--- src/rtl/seq_mag_comparator_pkg.sv ---
// Shared definitions for the sequential magnitude comparator:
// FSM state encodings and the bit positions of the result flags.
package seq_mag_comparator_pkg;

  typedef enum logic {
    S_IDLE    = 1'b0,
    S_COMPARE = 1'b1
  } state_t;

  localparam int FLAG_GT = 2;
  localparam int FLAG_EQ = 1;
  localparam int FLAG_LT = 0;

endpackage

--- src/rtl/seq_mag_comparator_chunk_cmp.sv ---
// Combinational unsigned magnitude compare of one CHUNK-bit slice.
// Exactly one of gt/eq/lt is high for any input pair.
module chunk_cmp #(
  parameter int CHUNK = 2
) (
  input  logic [CHUNK-1:0] a,
  input  logic [CHUNK-1:0] b,
  output logic             gt,
  output logic             eq,
  output logic             lt
);

  assign gt = (a > b);
  assign eq = (a == b);
  assign lt = (a < b);

endmodule

--- src/rtl/seq_mag_comparator.sv ---
// Sequential WIDTH-bit unsigned magnitude comparator: walks the operands
// CHUNK bits per cycle from the MSB end and stops at the first differing chunk.
module seq_mag_comparator
  import seq_mag_comparator_pkg::*;
#(
  parameter int WIDTH = 8,
  parameter int CHUNK = 2
) (
  input  logic             clk,
  input  logic             rst_n,
  input  logic             start,
  input  logic [WIDTH-1:0] a,
  input  logic [WIDTH-1:0] b,
  output logic             busy,
  output logic             done,
  output logic             a_gt_b,
  output logic             a_eq_b,
  output logic             a_lt_b
);

  localparam int NUM_CHUNKS = WIDTH / CHUNK;
  localparam int IDX_W      = (NUM_CHUNKS > 1) ? $clog2(NUM_CHUNKS) : 1;

  if (WIDTH < 1 || CHUNK < 1 || (WIDTH % CHUNK) != 0) begin : g_param_check
    $error("seq_mag_comparator: WIDTH must be a positive multiple of CHUNK");
  end

  state_t           state_q, state_d;
  logic [IDX_W-1:0] idx_q, idx_d;
  logic [WIDTH-1:0] a_q, a_d, b_q, b_d;
  logic [2:0]       flags_q, flags_d;
  logic             done_q, done_d;

  // Shadow operands viewed as an array of chunks so the mux is a plain index
  logic [NUM_CHUNKS-1:0][CHUNK-1:0] a_chunks, b_chunks;
  logic                             chunk_gt, chunk_eq, chunk_lt;

  assign a_chunks = a_q;
  assign b_chunks = b_q;

  chunk_cmp #(
    .CHUNK(CHUNK)
  ) u_chunk_cmp (
    .a  (a_chunks[idx_q]),
    .b  (b_chunks[idx_q]),
    .gt (chunk_gt),
    .eq (chunk_eq),
    .lt (chunk_lt)
  );

  always_ff @(posedge clk or negedge rst_n) begin
    if (!rst_n) begin
      state_q <= S_IDLE;
      idx_q   <= '0;
      a_q     <= '0;
      b_q     <= '0;
      flags_q <= '0;
      done_q  <= 1'b0;
    end else begin
      state_q <= state_d;
      idx_q   <= idx_d;
      a_q     <= a_d;
      b_q     <= b_d;
      flags_q <= flags_d;
      done_q  <= done_d;
    end
  end

  always_comb begin
    state_d = state_q;
    idx_d   = idx_q;
    a_d     = a_q;
    b_d     = b_q;
    flags_d = flags_q;
    done_d  = 1'b0;
    case (state_q)
      S_IDLE: begin
        if (start) begin
          a_d     = a;
          b_d     = b;
          idx_d   = IDX_W'(NUM_CHUNKS - 1);
          flags_d = '0;
          state_d = S_COMPARE;
        end
      end
      S_COMPARE: begin
        // Start is deliberately not looked at here: requests while busy are dropped
        if (chunk_gt) begin
          flags_d          = '0;
          flags_d[FLAG_GT] = 1'b1;
          done_d           = 1'b1;
          state_d          = S_IDLE;
        end else if (chunk_lt) begin
          flags_d          = '0;
          flags_d[FLAG_LT] = 1'b1;
          done_d           = 1'b1;
          state_d          = S_IDLE;
        end else if (chunk_eq && idx_q == '0) begin
          flags_d          = '0;
          flags_d[FLAG_EQ] = 1'b1;
          done_d           = 1'b1;
          state_d          = S_IDLE;
        end else begin
          idx_d = idx_q - IDX_W'(1);
        end
      end
      default: state_d = S_IDLE;
    endcase
  end

  assign busy   = (state_q == S_COMPARE);
  assign done   = done_q;
  assign a_gt_b = flags_q[FLAG_GT];
  assign a_eq_b = flags_q[FLAG_EQ];
  assign a_lt_b = flags_q[FLAG_LT];

endmodule

--- config.mk ---
export PLATFORM = sky130hd
export DESIGN_NAME = seq_mag_comparator
export DESIGN_NICKNAME = d
export VERILOG_FILES = /design/src/rtl/seq_mag_comparator_pkg.sv /design/src/rtl/seq_mag_comparator_chunk_cmp.sv /design/src/rtl/seq_mag_comparator.sv
export SDC_FILE = /design/constraint.sdc
export NUM_CORES = 1
export LEC_CHECK = 0
export BUFFER_PORTS_ARGS = -buffer_cell sky130_fd_sc_hd__buf_4
export CAP_MARGIN = 10
export CORE_ASPECT_RATIO = 0.8
export CORE_MARGIN = 2
export CORE_UTILIZATION = 45
export CTS_BUF_LIST = sky130_fd_sc_hd__clkbuf_2
export CTS_CLUSTER_SIZE = 8
export DETAILED_ROUTE_END_ITERATION = 10
export HOLD_SLACK_MARGIN = 0.08
export PLACE_DENSITY = 0.74
export SYNTH_ARGS = -nofsm -noshare
export SYNTH_HDL_FRONTEND = slang
export SYNTH_SLANG_ARGS = --single-unit
--- constraint.sdc ---
create_clock -name clk -period 1.8 [get_ports clk]
set_input_delay 0.27 -clock clk [delete_from_list [all_inputs] [get_ports clk]]
set_output_delay 0.27 -clock clk [all_outputs]
set_load 0.01 [all_outputs]
### Word level (Yosys, flattened, before mapping)

Index checks and enable logic that the tools add are counted.

* output and inout port bits: 5
* register bits after elaboration: 23

* equality and inequality tests: 6
* $add $sub $neg: 1
* multiplexer cells: 23
* magnitude comparators: 3
* bitwise gates (word level): 1
* reduce and logical (&&, ||, !) cells: 5

Operators with widths (count)
* two-way mux 2 bit: 6
* two-way mux 3 bit: 4
* binary-select mux 2 bit (select 2 bit): 2
* two-way mux 1 bit: 8
* != test 2 bit, second input constant: 4
* case mux 3 bit (2 select lines): 1
* != test 4 x 1 -> 1 bit, second input constant: 1
* case mux 2 bit (2 select lines): 1
* AND reduction 2 bit: 2
* AND reduction 4 bit: 1
* less-than comparator 2 x 3 -> 1 bit, second input constant: 1
* equality test 2 bit: 1
* greater-than comparator 2 bit: 1
* zero test 2 bit: 1
* less-than comparator 2 bit: 1
* case mux 1 bit (2 select lines): 1
* subtractor 2 x 1 -> 2 bit, second input constant: 1
* logical AND 1 bit: 1
* NOT 1 bit: 1

### Longest topological paths before layout

* word-level depth: 8
* mapped depth: 7

### Modules after synthesis

Synthesis repeated with hierarchy kept, for this count alone.

* cell total of the unflattened synthesis: 79
* area, all modules: 1114.8 µm²

By module, submodules not included
* seq_mag_comparator: cells an instance 70, area each 1052.3 µm², times used 1, seq. area each 575.6 µm²
* chunk_cmp: cells an instance 9, area each 62.6 µm², times used 1, seq. area each 0.0 µm²

### Worst setup path after synthesis

OpenSTA, ideal clock, no wires.

* path type: register -> register
* from: register idx_q[0]
* to: register flags_q[2]
* arrival time: 1876 ps
* setup time: 124 ps
* path buffers: 1
* cell stages (with the launch flop): 7
* data required time: 1676 ps
* setup slack: -200 ps
* path through: dfrtp_1 > buf_2 > mux4_2 > ha_1 > nor2b_1 > o211a_1 > a211o_1

* cells in the longest elaborated chain, start to end: 6

Ends and longest elaborated chain
* from (decl): line seq_mag_comparator.sv:29 `logic [IDX_W-1:0] idx_q, idx_d;`
* from (signal assigned): line seq_mag_comparator.sv:61 `idx_q <= idx_d;`
* binary-select mux 2 bit (select 2 bit), on equally long branches: line seq_mag_comparator.sv:44, seq_mag_comparator.sv:45
* two-way mux 2 bit, on equally long branches: line seq_mag_comparator.sv:44, seq_mag_comparator.sv:45
* less-than comparator 2 bit or equality test 2 bit (tied branches): line seq_mag_comparator_chunk_cmp.sv:15, seq_mag_comparator_chunk_cmp.sv:14
* two-way mux 3 bit or logical AND 1 bit (tied branches): line seq_mag_comparator.sv:93, seq_mag_comparator.sv:98
* two-way mux 3 bit or != test 4 x 1 -> 1 bit (tied branches)
* case mux 3 bit (2 select lines) or AND reduction 2 bit (tied branches)
* to (signal assigned): line seq_mag_comparator.sv:64 `flags_q <= flags_d;`
* to (decl): line seq_mag_comparator.sv:31 `logic [2:0] flags_q, flags_d;`

Several ways; a longest one is shown, not always the timed one. The select of a mux whose other input is x is not followed.
A chain may end at the register's enable or synchronous reset.

### Worst setup path after layout

* from: register idx_q[0]
* to: register idx_q[1]

* cells in the longest elaborated chain, start to end: 6

Ends and longest elaborated chain
* binary-select mux 2 bit (select 2 bit), on equally long branches: line seq_mag_comparator.sv:44, seq_mag_comparator.sv:45
* two-way mux 2 bit, on equally long branches: line seq_mag_comparator.sv:44, seq_mag_comparator.sv:45
* equality test 2 bit: line seq_mag_comparator_chunk_cmp.sv:14 `assign eq = (a == b);`
* logical AND 1 bit: line seq_mag_comparator.sv:98 `end else if (chunk_eq && idx_q == '0) begin`
* != test 2 bit (no line)
* AND reduction 4 bit (no line)

Several ways; a longest one is shown, not always the timed one. The select of a mux whose other input is x is not followed.

==> flow_summary.ini <==
[floorplan]
fp.dieW_um = 59.0
rows = 15
die_area_mm2 = 0.00283
core_area_mm2 = 0.00221
initial_core_util = 0.491
ioPinCount = 24
die_h_um = 48.0

[synthesis]
yosysMostFrequentCell = dfrtp_1
yosys.area.top_type = dfrtp_1
avgSynthCellArea_um2 = 14.3
synth_seq_cells = 23
synth_area_leaders = dfrtp_1, mux2_2, mux4_2, ha_1, nor4b_4
synthArstFlopShare = 1.00
synth_flop_cell = dfrtp_1
synthCells = 76
ys_top_cells_by_count = dfrtp_1, mux2_2, nor2_1
syn_nets = 98
synth_edf_count = 0
syn-cell-area_mm2 = 0.00109
yosysWarnings = 0
yosysTopAreaCellShare = 0.529
synth_cell_types = 22
yosysSeqAreaShare = 0.529

[cells_and_area]
fin_util = 0.630
fin_nets = 131
diodes = 0
layout-drive-gt1-share = 0.602
area_delta_synth_final_pct = 28.3

[critical_path]
end_kind = flop
critPathKind = flop to flop
arrival_ps = 2290
cpLargestDelayFamily = multiplexers
max_stage_delay_ps = 550
crit_required_ps = 2080
path_cells = mux4_2 -> ha_4 -> nand2_4 -> nor4b_4 -> buf_4 -> mux2i_1
path_depth = 6
critical_path.slowest_cell = mux4_2
r2r_start = idx_q[0]
worst-path-buf-inv = 1
ff2ff_path_depth = 6
critPathMaxFanout = 5
r2r_end = idx_q[1]
rrSetupSlack_ps = -200
startpoint_type = flop

[worst_hold_path]
whs_endpoint = a_chunks[4]
hold-path-cell-count = 2
hold_path.class = input pin to flop
min-delay-start = a[4]

[global_routing]
grt.met1_usage = 0.197
grt_pass1_vias = 741
grt_max_degree = 24
busiest_layer = met2
grtUsageMet3 = 0.0568
gr-usage-met2 = 0.291
antenna_found_initial = 0
overflow = 0
grt.total_usage = 0.164
grt_pass1_wl_um = 3320

[detailed_routing]
drt_iter0_drc = 26
wl_per_cell_um = 15.0
vias_per_cell = 5.45
first_pass_iters = 7
num_vias = 725
finalWirelength_um = 1990
ant_nets = 0
drc = 1

[sta]
fin_crit_sh = 1.11
finalMaxSlewViolations = 0
slew_headroom = 0.803
finalClockSkew_ps = 10.7
report.final.hold_viol_count = 0
worst_pin_slew_ps = 296
setup_violations = 6
rsz0062_at_grt = yes
fin_crit_ps = 2000
worst_slack_ps = -205
clock.fmax_mhz = 499

[cts]
ctsHtreeMaxLevel = 1
clk_latency_ps = 340
cts_tree = yes
cts_max_path_buffers = 2
cts.reportedPaths.clkPinSlew_ps = 220
cts_buffers = 3
root_buffer = clkbuf_2
clock-sinks = 23

[power_and_ir_drop]
powerDensity_mw_per_mm2 = 1660
comb_power_share = 0.534
clkPwrFrac = 0.090
irDropWorstVdd_mv = 0.829
total_leakage_power_nw = 0.660
sequentialPowerShare = 0.376
total_power_mw = 2.31
swShare = 0.339
p_int_mw = 1.53
p_switching_uw = 784

[placement]
portBuffers = 23
place_hpwl_um = 1430
gp_congestion = 0.697

[run_status]
status = complete, but fails checks
failed_checks = design-rule violations, negative setup slack

[job]
drv_cap = 0
flip-flops by register name (all words and copies together), names as in the netlist:
signal / flops
a_chunks: 8
b_chunks: 8
busy: 1
done: 1
flags_q: 3
idx_q: 2
worst max-delay path by stage:
stage             start         end  slack, ps
2_1_floorplan  idx_q[0]    idx_q[0]       -150
3_3_place_gp   idx_q[0]    idx_q[1]       -330
3_5_place_dp   idx_q[0]    idx_q[1]       -400
4_1_cts        idx_q[0]  flags_q[0]       -210
5_1_grt        idx_q[0]    idx_q[1]       -300
6_report       idx_q[0]    idx_q[1]       -200
timing repair:
| item | in CTS | in global routing |
|---|---|---|
| endpoints found under the setup margin | 7 | 7 |
| hold buffers | 1 | 0 |
| pin swaps | 2 | 0 |
| hold endpoints to repair | 23 | 0 |
| resized for setup | 2 | 4 |
| buffers inserted | 3 | 1 |
power by group through the flow:
stage               Clock [mW]  Sequential, mW  Combinational (mW)
floorplan                    0           0.846               0.869
global placement             0           0.883                1.08
detailed placement           0           0.888                1.12
CTS                      0.219           0.870                1.21
global route             0.237           0.901                1.34
finish                   0.208           0.871                1.23
cell usage in the layout, fill, tap and decap left out:
cell type,netlist,routed
o21ai_1,0,1
buf_4,0,30
dfrtp_2,0,1
o2111ai_1,1,1
clkbuf_2,0,3
clkinvlp_4,0,1
nor3b_2,0,1
o211a_1,1,1
dlygate4sd3_1,0,1
and2_1,2,2
mux2_2,16,16
nor2b_1,2,2
a221o_1,1,1
nand2b_4,0,1
dfrtp_1,23,22
a211o_1,1,1
inv_2,1,3
nand2_1,2,1
nand2_4,0,1
mux4_2,4,4
ha_1,3,1
nor4b_4,1,1
ha_4,0,2
or2_2,1,1
mux2i_1,2,2
nor2_1,5,5
inv_1,4,2
per-layer routing:
layer | wire length [um] | share of wire | vias to the layer above
met3 | 141 | 0.071 | 2
met5 | 0 | 0 | -
met1 | 861 | 0.43 | 359
li1 | - | - | 336
met2 | 983 | 0.49 | 28
met4 | 4 | 0.0020 | 0
area by class of cell:
cell class / instances / area [um^2]
fillers: 177 / 820
flip-flops and latches: 23 / 577
multi-input cells: 45 / 510
repair buffers: 31 / 235
well taps: 25 / 31.3
inverters: 5 / 18.8
clock buffers: 3 / 15.0
clock inverters: 1 / 7.51
metrics by stage:
stage / cells / setup TNS [ps] / worst slack, ps / instance area (um^2) / hold slack [ps]
2_1_floorplan: 76 / -662 / -149 / 1130 / -25.6
3_3_place_gp: 125 / -1660 / -327 / 1330 / 174
3_5_place_dp: 125 / -1980 / -399 / 1330 / 178
4_1_cts: 133 / -1070 / -211 / 1390 / 124
5_1_grt: 133 / -1540 / -303 / 1400 / 90.3
6_report: 133 / -964 / -205 / 1400 / 141
cells by family (layout without fill, tap and decap cells):
family                   count (synthesis)  count (layout)  share of synthesized area
flip-flops                              23              23                      0.529
multiplexers                            22              22                      0.267
AND/OR/NAND/NOR                         15              15                     0.0875
buffers and inverters                    8              40                     0.0426
AO/OA/AOI/OAI                            5               5                     0.0391
adder cells (fa/ha/maj)                  3               3                     0.0345
Note: power is estimated with default switching activity, not from simulation.
